File: src/rtl/alu_pkg.sv
// Shared constants for the Periwinkle ALU: SPR window op codes, function codes and flag
// bit positions.
package alu_pkg;

    localparam int unsigned WIDTH  = 32;
    localparam int unsigned FUNC_W = 4;
    localparam int unsigned FLAG_W = 5;

    localparam logic [1:0] OP_OPA   = 2'd0;
    localparam logic [1:0] OP_OPB   = 2'd1;
    localparam logic [1:0] OP_FUNC  = 2'd2;
    localparam logic [1:0] OP_CLEAR = 2'd3;

    localparam logic [1:0] OUT_RES = 2'd0;
    localparam logic [1:0] OUT_HI  = 2'd1;
    localparam logic [1:0] OUT_OPA = 2'd2;
    localparam logic [1:0] OUT_OPB = 2'd3;

    localparam logic [FUNC_W-1:0] F_ADD = 4'd0;
    localparam logic [FUNC_W-1:0] F_SUB = 4'd1;
    localparam logic [FUNC_W-1:0] F_AND = 4'd2;
    localparam logic [FUNC_W-1:0] F_OR  = 4'd3;
    localparam logic [FUNC_W-1:0] F_XOR = 4'd4;
    localparam logic [FUNC_W-1:0] F_NOT = 4'd5;
    localparam logic [FUNC_W-1:0] F_SHL = 4'd6;
    localparam logic [FUNC_W-1:0] F_SHR = 4'd7;
    localparam logic [FUNC_W-1:0] F_ASR = 4'd8;
    localparam logic [FUNC_W-1:0] F_MUL = 4'd9;

    localparam int unsigned FLG_Z = 0;
    localparam int unsigned FLG_N = 1;
    localparam int unsigned FLG_C = 2;
    localparam int unsigned FLG_V = 3;
    localparam int unsigned FLG_E = 4;

endpackage

File: src/rtl/alu_if.sv
// CPU-side SPR window bus of the ALU: operand/function writes, result reads and the
// registered result, flags and valid bit.
interface alu_if;
    import alu_pkg::*;

    logic [1:0]        i_input_op;
    logic              i_data_valid;
    logic [WIDTH-1:0]  i_data;
    logic [1:0]        i_output_op;
    logic              i_result_empty;
    logic              o_result_valid;
    logic [WIDTH-1:0]  o_result;
    logic [FLAG_W-1:0] o_result_flags;

    modport master (
        output i_input_op, i_data_valid, i_data, i_output_op, i_result_empty,
        input  o_result_valid, o_result, o_result_flags
    );

    modport slave (
        input  i_input_op, i_data_valid, i_data, i_output_op, i_result_empty,
        output o_result_valid, o_result, o_result_flags
    );

endinterface

File: src/rtl/alu_func.sv
// Purely combinational function unit: computes the low/high result words and the five
// status flags from the two operands and a function code.
module alu_func
    import alu_pkg::*;
(
    input  logic [WIDTH-1:0]  opa_i,
    input  logic [WIDTH-1:0]  opb_i,
    input  logic [FUNC_W-1:0] func_i,
    output logic [WIDTH-1:0]  lo_o,
    output logic [WIDTH-1:0]  hi_o,
    output logic [FLAG_W-1:0] flags_o
);

    logic [4:0]        sh;
    logic [WIDTH:0]    sum;
    logic [WIDTH:0]    diff;
    logic [WIDTH:0]    shl_ext;
    logic [WIDTH:0]    shr_ext;
    logic signed [WIDTH:0] asr_ext;
    logic [2*WIDTH-1:0] prod;
    logic              carry;
    logic              ovf;

    assign sh   = opb_i[4:0];
    assign sum  = {1'b0, opa_i} + {1'b0, opb_i};
    assign diff = {1'b0, opa_i} - {1'b0, opb_i};
    assign prod = {{WIDTH{1'b0}}, opa_i} * {{WIDTH{1'b0}}, opb_i};

    // One guard bit catches the last bit shifted out; a zero shift leaves it clear.
    assign shl_ext = {1'b0, opa_i} << sh;
    assign shr_ext = {opa_i, 1'b0} >> sh;
    assign asr_ext = $signed({opa_i, 1'b0}) >>> sh;

    always_comb begin
        lo_o  = '0;
        hi_o  = '0;
        carry = 1'b0;
        ovf   = 1'b0;
        unique case (func_i)
            F_ADD: begin
                lo_o  = sum[WIDTH-1:0];
                carry = sum[WIDTH];
                hi_o  = {{(WIDTH-1){1'b0}}, carry};
                ovf   = (opa_i[WIDTH-1] == opb_i[WIDTH-1]) &&
                        (sum[WIDTH-1] != opa_i[WIDTH-1]);
            end
            F_SUB: begin
                lo_o  = diff[WIDTH-1:0];
                carry = diff[WIDTH];
                hi_o  = {{(WIDTH-1){1'b0}}, carry};
                ovf   = (opa_i[WIDTH-1] != opb_i[WIDTH-1]) &&
                        (diff[WIDTH-1] != opa_i[WIDTH-1]);
            end
            F_AND: lo_o = opa_i & opb_i;
            F_OR:  lo_o = opa_i | opb_i;
            F_XOR: lo_o = opa_i ^ opb_i;
            F_NOT: lo_o = ~opa_i;
            F_SHL: begin
                lo_o  = shl_ext[WIDTH-1:0];
                carry = shl_ext[WIDTH];
            end
            F_SHR: begin
                lo_o  = shr_ext[WIDTH:1];
                carry = shr_ext[0];
            end
            F_ASR: begin
                lo_o  = asr_ext[WIDTH:1];
                carry = asr_ext[0];
            end
            F_MUL: begin
                lo_o  = prod[WIDTH-1:0];
                hi_o  = prod[2*WIDTH-1:WIDTH];
                carry = |prod[2*WIDTH-1:WIDTH];
            end
            default: ;
        endcase
    end

    always_comb begin
        flags_o        = '0;
        flags_o[FLG_Z] = (lo_o == '0);
        flags_o[FLG_N] = lo_o[WIDTH-1];
        flags_o[FLG_C] = carry;
        flags_o[FLG_V] = ovf;
        flags_o[FLG_E] = (opa_i == opb_i);
    end

endmodule

File: src/rtl/alu.sv
// Transfer-triggered ALU top: operand/result registers, valid handshake and the
// combinational read-back mux of the SPR window.
module alu
    import alu_pkg::*;
(
    input  logic  i_clk,
    input  logic  i_rst_n,
    alu_if.slave  bus
);

    logic [WIDTH-1:0]  opa_q, opa_d;
    logic [WIDTH-1:0]  opb_q, opb_d;
    logic [WIDTH-1:0]  res_lo_q, res_lo_d;
    logic [WIDTH-1:0]  res_hi_q, res_hi_d;
    logic [FLAG_W-1:0] flags_q, flags_d;
    logic              valid_q, valid_d;

    logic [WIDTH-1:0]  fu_lo;
    logic [WIDTH-1:0]  fu_hi;
    logic [FLAG_W-1:0] fu_flags;
    logic              consume;

    alu_func u_func (
        .opa_i   (opa_q),
        .opb_i   (opb_q),
        .func_i  (bus.i_data[FUNC_W-1:0]),
        .lo_o    (fu_lo),
        .hi_o    (fu_hi),
        .flags_o (fu_flags)
    );

    assign consume = bus.i_result_empty &&
                     ((bus.i_output_op == OUT_RES) || (bus.i_output_op == OUT_HI));

    always_comb begin
        opa_d    = opa_q;
        opb_d    = opb_q;
        res_lo_d = res_lo_q;
        res_hi_d = res_hi_q;
        flags_d  = flags_q;
        valid_d  = valid_q;
        if (consume) begin
            valid_d = 1'b0;
        end
        // Writes are applied after the consume so a same-cycle launch or clear wins.
        if (bus.i_data_valid) begin
            unique case (bus.i_input_op)
                OP_OPA: opa_d = bus.i_data;
                OP_OPB: opb_d = bus.i_data;
                OP_FUNC: begin
                    res_lo_d = fu_lo;
                    res_hi_d = fu_hi;
                    flags_d  = fu_flags;
                    valid_d  = 1'b1;
                end
                OP_CLEAR: begin
                    opa_d    = '0;
                    opb_d    = '0;
                    res_lo_d = '0;
                    res_hi_d = '0;
                    flags_d  = '0;
                    valid_d  = 1'b0;
                end
                default: ;
            endcase
        end
    end

    always_ff @(posedge i_clk or negedge i_rst_n) begin
        if (!i_rst_n) begin
            opa_q    <= '0;
            opb_q    <= '0;
            res_lo_q <= '0;
            res_hi_q <= '0;
            flags_q  <= '0;
            valid_q  <= 1'b0;
        end else begin
            opa_q    <= opa_d;
            opb_q    <= opb_d;
            res_lo_q <= res_lo_d;
            res_hi_q <= res_hi_d;
            flags_q  <= flags_d;
            valid_q  <= valid_d;
        end
    end

    always_comb begin
        bus.o_result = res_lo_q;
        unique case (bus.i_output_op)
            OUT_RES: bus.o_result = res_lo_q;
            OUT_HI:  bus.o_result = res_hi_q;
            OUT_OPA: bus.o_result = opa_q;
            OUT_OPB: bus.o_result = opb_q;
            default: ;
        endcase
    end

    assign bus.o_result_valid = valid_q;
    assign bus.o_result_flags = flags_q;

endmodule

File: src/flat_wrapper.sv
// flat-port wrapper written by rule: the top's interface ports become plain ports
module alu_flat import alu_pkg::*;
  (i_clk, i_rst_n, bus_i_input_op, bus_i_data_valid, bus_i_data, bus_i_output_op, bus_i_result_empty, bus_o_result_valid, bus_o_result, bus_o_result_flags);
  alu_if bus_i ();
  input  logic i_clk;
  input  logic i_rst_n;
  input wire logic [$bits(bus_i.i_input_op)-1:0] bus_i_input_op;
  input wire logic [$bits(bus_i.i_data_valid)-1:0] bus_i_data_valid;
  input wire logic [$bits(bus_i.i_data)-1:0] bus_i_data;
  input wire logic [$bits(bus_i.i_output_op)-1:0] bus_i_output_op;
  input wire logic [$bits(bus_i.i_result_empty)-1:0] bus_i_result_empty;
  output wire logic [$bits(bus_i.o_result_valid)-1:0] bus_o_result_valid;
  output wire logic [$bits(bus_i.o_result)-1:0] bus_o_result;
  output wire logic [$bits(bus_i.o_result_flags)-1:0] bus_o_result_flags;
  assign bus_i.i_input_op = bus_i_input_op;
  assign bus_i.i_data_valid = bus_i_data_valid;
  assign bus_i.i_data = bus_i_data;
  assign bus_i.i_output_op = bus_i_output_op;
  assign bus_i.i_result_empty = bus_i_result_empty;
  assign bus_o_result_valid = bus_i.o_result_valid;
  assign bus_o_result = bus_i.o_result;
  assign bus_o_result_flags = bus_i.o_result_flags;
  alu u_core (.i_clk(i_clk), .i_rst_n(i_rst_n), .bus(bus_i));
endmodule
File: config.mk
export PLATFORM = sky130hd
export DESIGN_NAME = alu_flat
export DESIGN_NICKNAME = d
export VERILOG_FILES = /design/src/rtl/alu_pkg.sv /design/src/rtl/alu_if.sv /design/src/rtl/alu_func.sv /design/src/rtl/alu.sv /design/src/flat_wrapper.sv
export SDC_FILE = /design/constraint.sdc
export NUM_CORES = 2
export LEC_CHECK = 0
export CAP_MARGIN = 20
export CORE_MARGIN = 5
export CORE_UTILIZATION = 40
export DETAILED_ROUTE_END_ITERATION = 16
export GPL_TIMING_DRIVEN = 0
export HOLD_SLACK_MARGIN = 0.05
export REMOVE_ABC_BUFFERS = 1
export SYNTH_ARGS = -nofsm -noshare
export SYNTH_HDL_FRONTEND = slang
export SYNTH_HIERARCHICAL = 1
export SYNTH_SLANG_ARGS = --single-unit
File: constraint.sdc
create_clock -name i_clk -period 14.12 [get_ports i_clk]
set_input_delay 2.118 -clock i_clk [delete_from_list [all_inputs] [get_ports i_clk]]
set_output_delay 2.118 -clock i_clk [all_outputs]
set_load 0.005 [all_outputs]
==> results.txt <==
The initial core utilization is 40.2%, and the setup-violating endpoint count in the final report is 0. Synthesis handed over a netlist of 5,700 instances. For the total grt overflow, the log shows 0.

The die covers 129,000 um^2. For this run, the slowest stage of the critical path takes 1.24 ns. Final instance area: 52,800 um^2.

In this run the worst path has a maximum fanout of 20. TritonCTS built the clock tree. In this run the worst setup path begins at u_core/opb_q[13].

Standard cell area after detailed placement: 51,900 um^2. The count of input and output buffers is 77. The number of different library cells in the post-synthesis netlist was 89; the fraction of layout instances using a drive strength above 1 was 6.69%. The number of antenna-violating nets in the routed design is 0. The die outline width is 359 um. Cell at the root of the clock tree: sky130_fd_sc_hd__clkbuf_16.

The all-layer global routing usage was 31.7%; the global routing usage on met1 was 42.7%. The fraction of post-synthesis cell area in the top cell type by area is 36.8%. The data required time of the critical path was 14.42 ns; the end-of-flow core utilization was 43.5%.

The number of cell instances on the worst register-to-register path came out at 27. The clock latency at the later pin of the worst-skew pair is 0.44 ns. The worst register-to-register path ends at u_core/bus.o_result_flags[2]. In this run the cell area of the synthesized design comes to 48,800 um^2. Counting stages on the worst path, the most repeated cell is sky130_fd_sc_hd__fa_1. Relative max-transition margin: 16.1%. The number of clock sinks seen by CTS is 134. By instance count, the leading cell after synthesis is sky130_fd_sc_hd__inv_1. Ranked by instance count, the synthesized netlist is headed by 986 x sky130_fd_sc_hd__inv_1, 897 x sky130_fd_sc_hd__fa_1, 790 x sky130_fd_sc_hd__nor2_1. In this run, synthesis produced a sequential element count of 134. The max capacitance violation total is 0.

The buffering stage count on the worst path with inverters included works out to 3. The logs give 49.6% for the met2 demand-to-capacity share in global routing and 164,000 um for the HPWL after detailed placement. The per-cell routed wire length was 29.3 um; the final worst setup slack was 1.71 ns.

The vias after detailed routing was 43,455. The finished layout holds 7,127 standard cells, fillers aside. For the global-route wire length before repair, the log shows 305,000 um. Worst endpoint data arrival time: 12.71 ns. The setup check on the worst reg-to-reg path leaves a slack of 1.71 ns. H-tree depth: 4. Highest-delay cell along the critical path: sky130_fd_sc_hd__clkinv_1.

The share of the clock period used by the worst path after layout was 87.9%. STA classifies the critical path endpoint as a flop. The run finished with clean final reports.

By startpoint and endpoint, the worst setup path is classified as reg -> reg. For this run, global-route usage on met3 was measured as 6.12%. The capture point of the critical path was u_core/bus.o_result_flags[2]. Including well taps, the total number of placed cells is 7,080.

Sorting the synthesized cells by area gives the leading types as sky130_fd_sc_hd__fa_1 37%, sky130_fd_sc_hd__ha_1 9.4%, sky130_fd_sc_hd__inv_1 7.6%. For the worst-case clock skew, the log shows 0.0140 ns. Count of final max-slew check failures: 0. The tools report the number of buffers inserted during clock tree synthesis as 17. The worst setup path is launched from a flop. The post-CTS setup-driven buffer insertion count was 0. Entering global routing, the biggest net connects 96 pins. OpenSTA, run right after detailed placement, puts the worst setup slack at 1.67 ns. The fmax was 80.6 MHz; the count of flip-flops with a built-in enable after synthesis was 0. Summing the sequential cell areas from Yosys gives 6.88% of the chip area. First-iteration detailed-routing DRC count: 5,041. The instance count on the critical path came out at 27. Setup repair after global routing left no endpoint under its margin.

Buffers inserted to repair hold after CTS numbered 0. The tools report the detailed-router iteration count before antenna repair as 7. Relative to the synthesized area, the layout overhead comes to 8.18%. Using the TritonRoute via totals, the vias-per-cell ratio works out to 6.10.

Type of the worst min-delay path: reg -> reg. The logs give 128 for the number of core rows and 78 for the count of boundary I/O pins. The clock-pin slew on the worst setup and hold paths works out to 0.07 ns.

After synthesis, the mean cell area works out to 8.56 um^2. At the end of routability-driven placement, the weighted congestion stood at 1.02. The total wire length after detailed routing was 209,000 um; the number of design rule violations left after detail routing was 0.

The most used flip-flop cell after synthesis is sky130_fd_sc_hd__dfrtp_1. The number of buffers between clock root and the deepest sink came out at 2. The worst path in the final design needs a cycle of 12.41 ns, including I/O delays and setup. Largest area contributor in the synthesized netlist: sky130_fd_sc_hd__fa_1. The count of final hold-check violations was 0; the number of nets in the layout was 6,787. The tools report the floorplan core area as 121,000 um^2.

The number of fillers in the final layout was 12,168. The largest delay contributor family on the critical path is adder cells. The proportion of synthesized flip-flops having asynchronous set or reset came out at 100%. The number of warnings reported in the yosys synthesis log is 6. Post-CTS repair changed the size of 0 cells.

For the number of global-route vias before repair, the log shows 44,642. The initial antenna violation count is 7. The transition time of the tightest slew-check pin came out at 1.25 ns. The most congested layer reported by global routing was met2.

The reg-to-reg critical path startpoint is u_core/opb_q[13]. From bottom edge to top edge, the die measures 359 um.
## per-stage QoR
step                setup TNS (ns)  hold WS (ns)
floorplan                        0         0.458
global placement             -6.69         0.476
detailed placement               0         0.474
CTS                              0         0.497
global route                     0         0.507
finish                           0         0.500
## flip-flops by register name, summed over array words and instances (netlist names)
name                       count
u_core/opb_q                  32
u_core/res_hi_q               32
u_core/bus.o_result_valid      1
u_core/opa_q                  32
u_core/res_lo_q               32
u_core/bus.o_result_flags      5
## final cells by class
cell class                      instances  area, um^2  share of cell area [%]
Sequential cell                       134        3410                    6.47
Antenna cell                            4        10.0                  0.0190
Clock buffer                           18         439                   0.832
Timing Repair Buffer                  184        3030                    5.74
Multi-Input combinational cell       4136       39900                    75.6
Clock inverter                         14         128                   0.242
Inverter                             1012        3800                    7.21
Tap cell                             1625        2030                    3.85
## worst min-delay path by stage
| stage | start | depth (start not counted) | endpoint |
|---|---|---|---|
| floorplan | u_core/res_hi_q[11] | 1 | u_core/res_hi_q[11] |
| global placement | u_core/res_hi_q[13] | 1 | u_core/res_hi_q[13] |
| detailed placement | u_core/res_hi_q[6] | 1 | u_core/res_hi_q[6] |
| CTS | u_core/res_hi_q[13] | 1 | u_core/res_hi_q[13] |
| global route | u_core/res_hi_q[12] | 1 | u_core/res_hi_q[12] |
| finish | u_core/res_hi_q[6] | 1 | u_core/res_hi_q[6] |
## cell families (layout without fill, tap and decap cells)
kind of cell / after synthesis / count (layout) / share of synthesized area (%)
AO/OA/AOI/OAI: 855 / 855 / 12.1
XOR/XNOR: 72 / 72 / 1.29
adder cells (fa/ha/maj): 1262 / 1262 / 46.2
buffers and inverters: 1430 / 1228 / 11.5
flip-flops: 134 / 134 / 6.88
multiplexers: 185 / 185 / 6.42
other: 0 / 4 / 0
AND/OR/NAND/NOR: 1762 / 1762 / 15.6
## cells in the final DEF (no fill, tap or decap), types with 79 or more instances in the layout
cell type and instances:
sky130_fd_sc_hd__o21ai_0 137, sky130_fd_sc_hd__mux4_2 79, sky130_fd_sc_hd__nand2_1 584, sky130_fd_sc_hd__inv_1 984, sky130_fd_sc_hd__fa_1 897, sky130_fd_sc_hd__ha_1 364
sky130_fd_sc_hd__dfrtp_1 93, sky130_fd_sc_hd__nor2_1 790, sky130_fd_sc_hd__a21oi_1 208
## metal layers
metal  share of wire [%]  vias to the layer above
li1                    -                    17873
met1                  40                    22573
met2                  45                     2478
met3                 9.4                      529
met4                 5.7                        2
met5              0.0062                        -
Power is not shown: default switching activity piles up to over one toggle a cycle in this logic, so the estimate is an artifact.
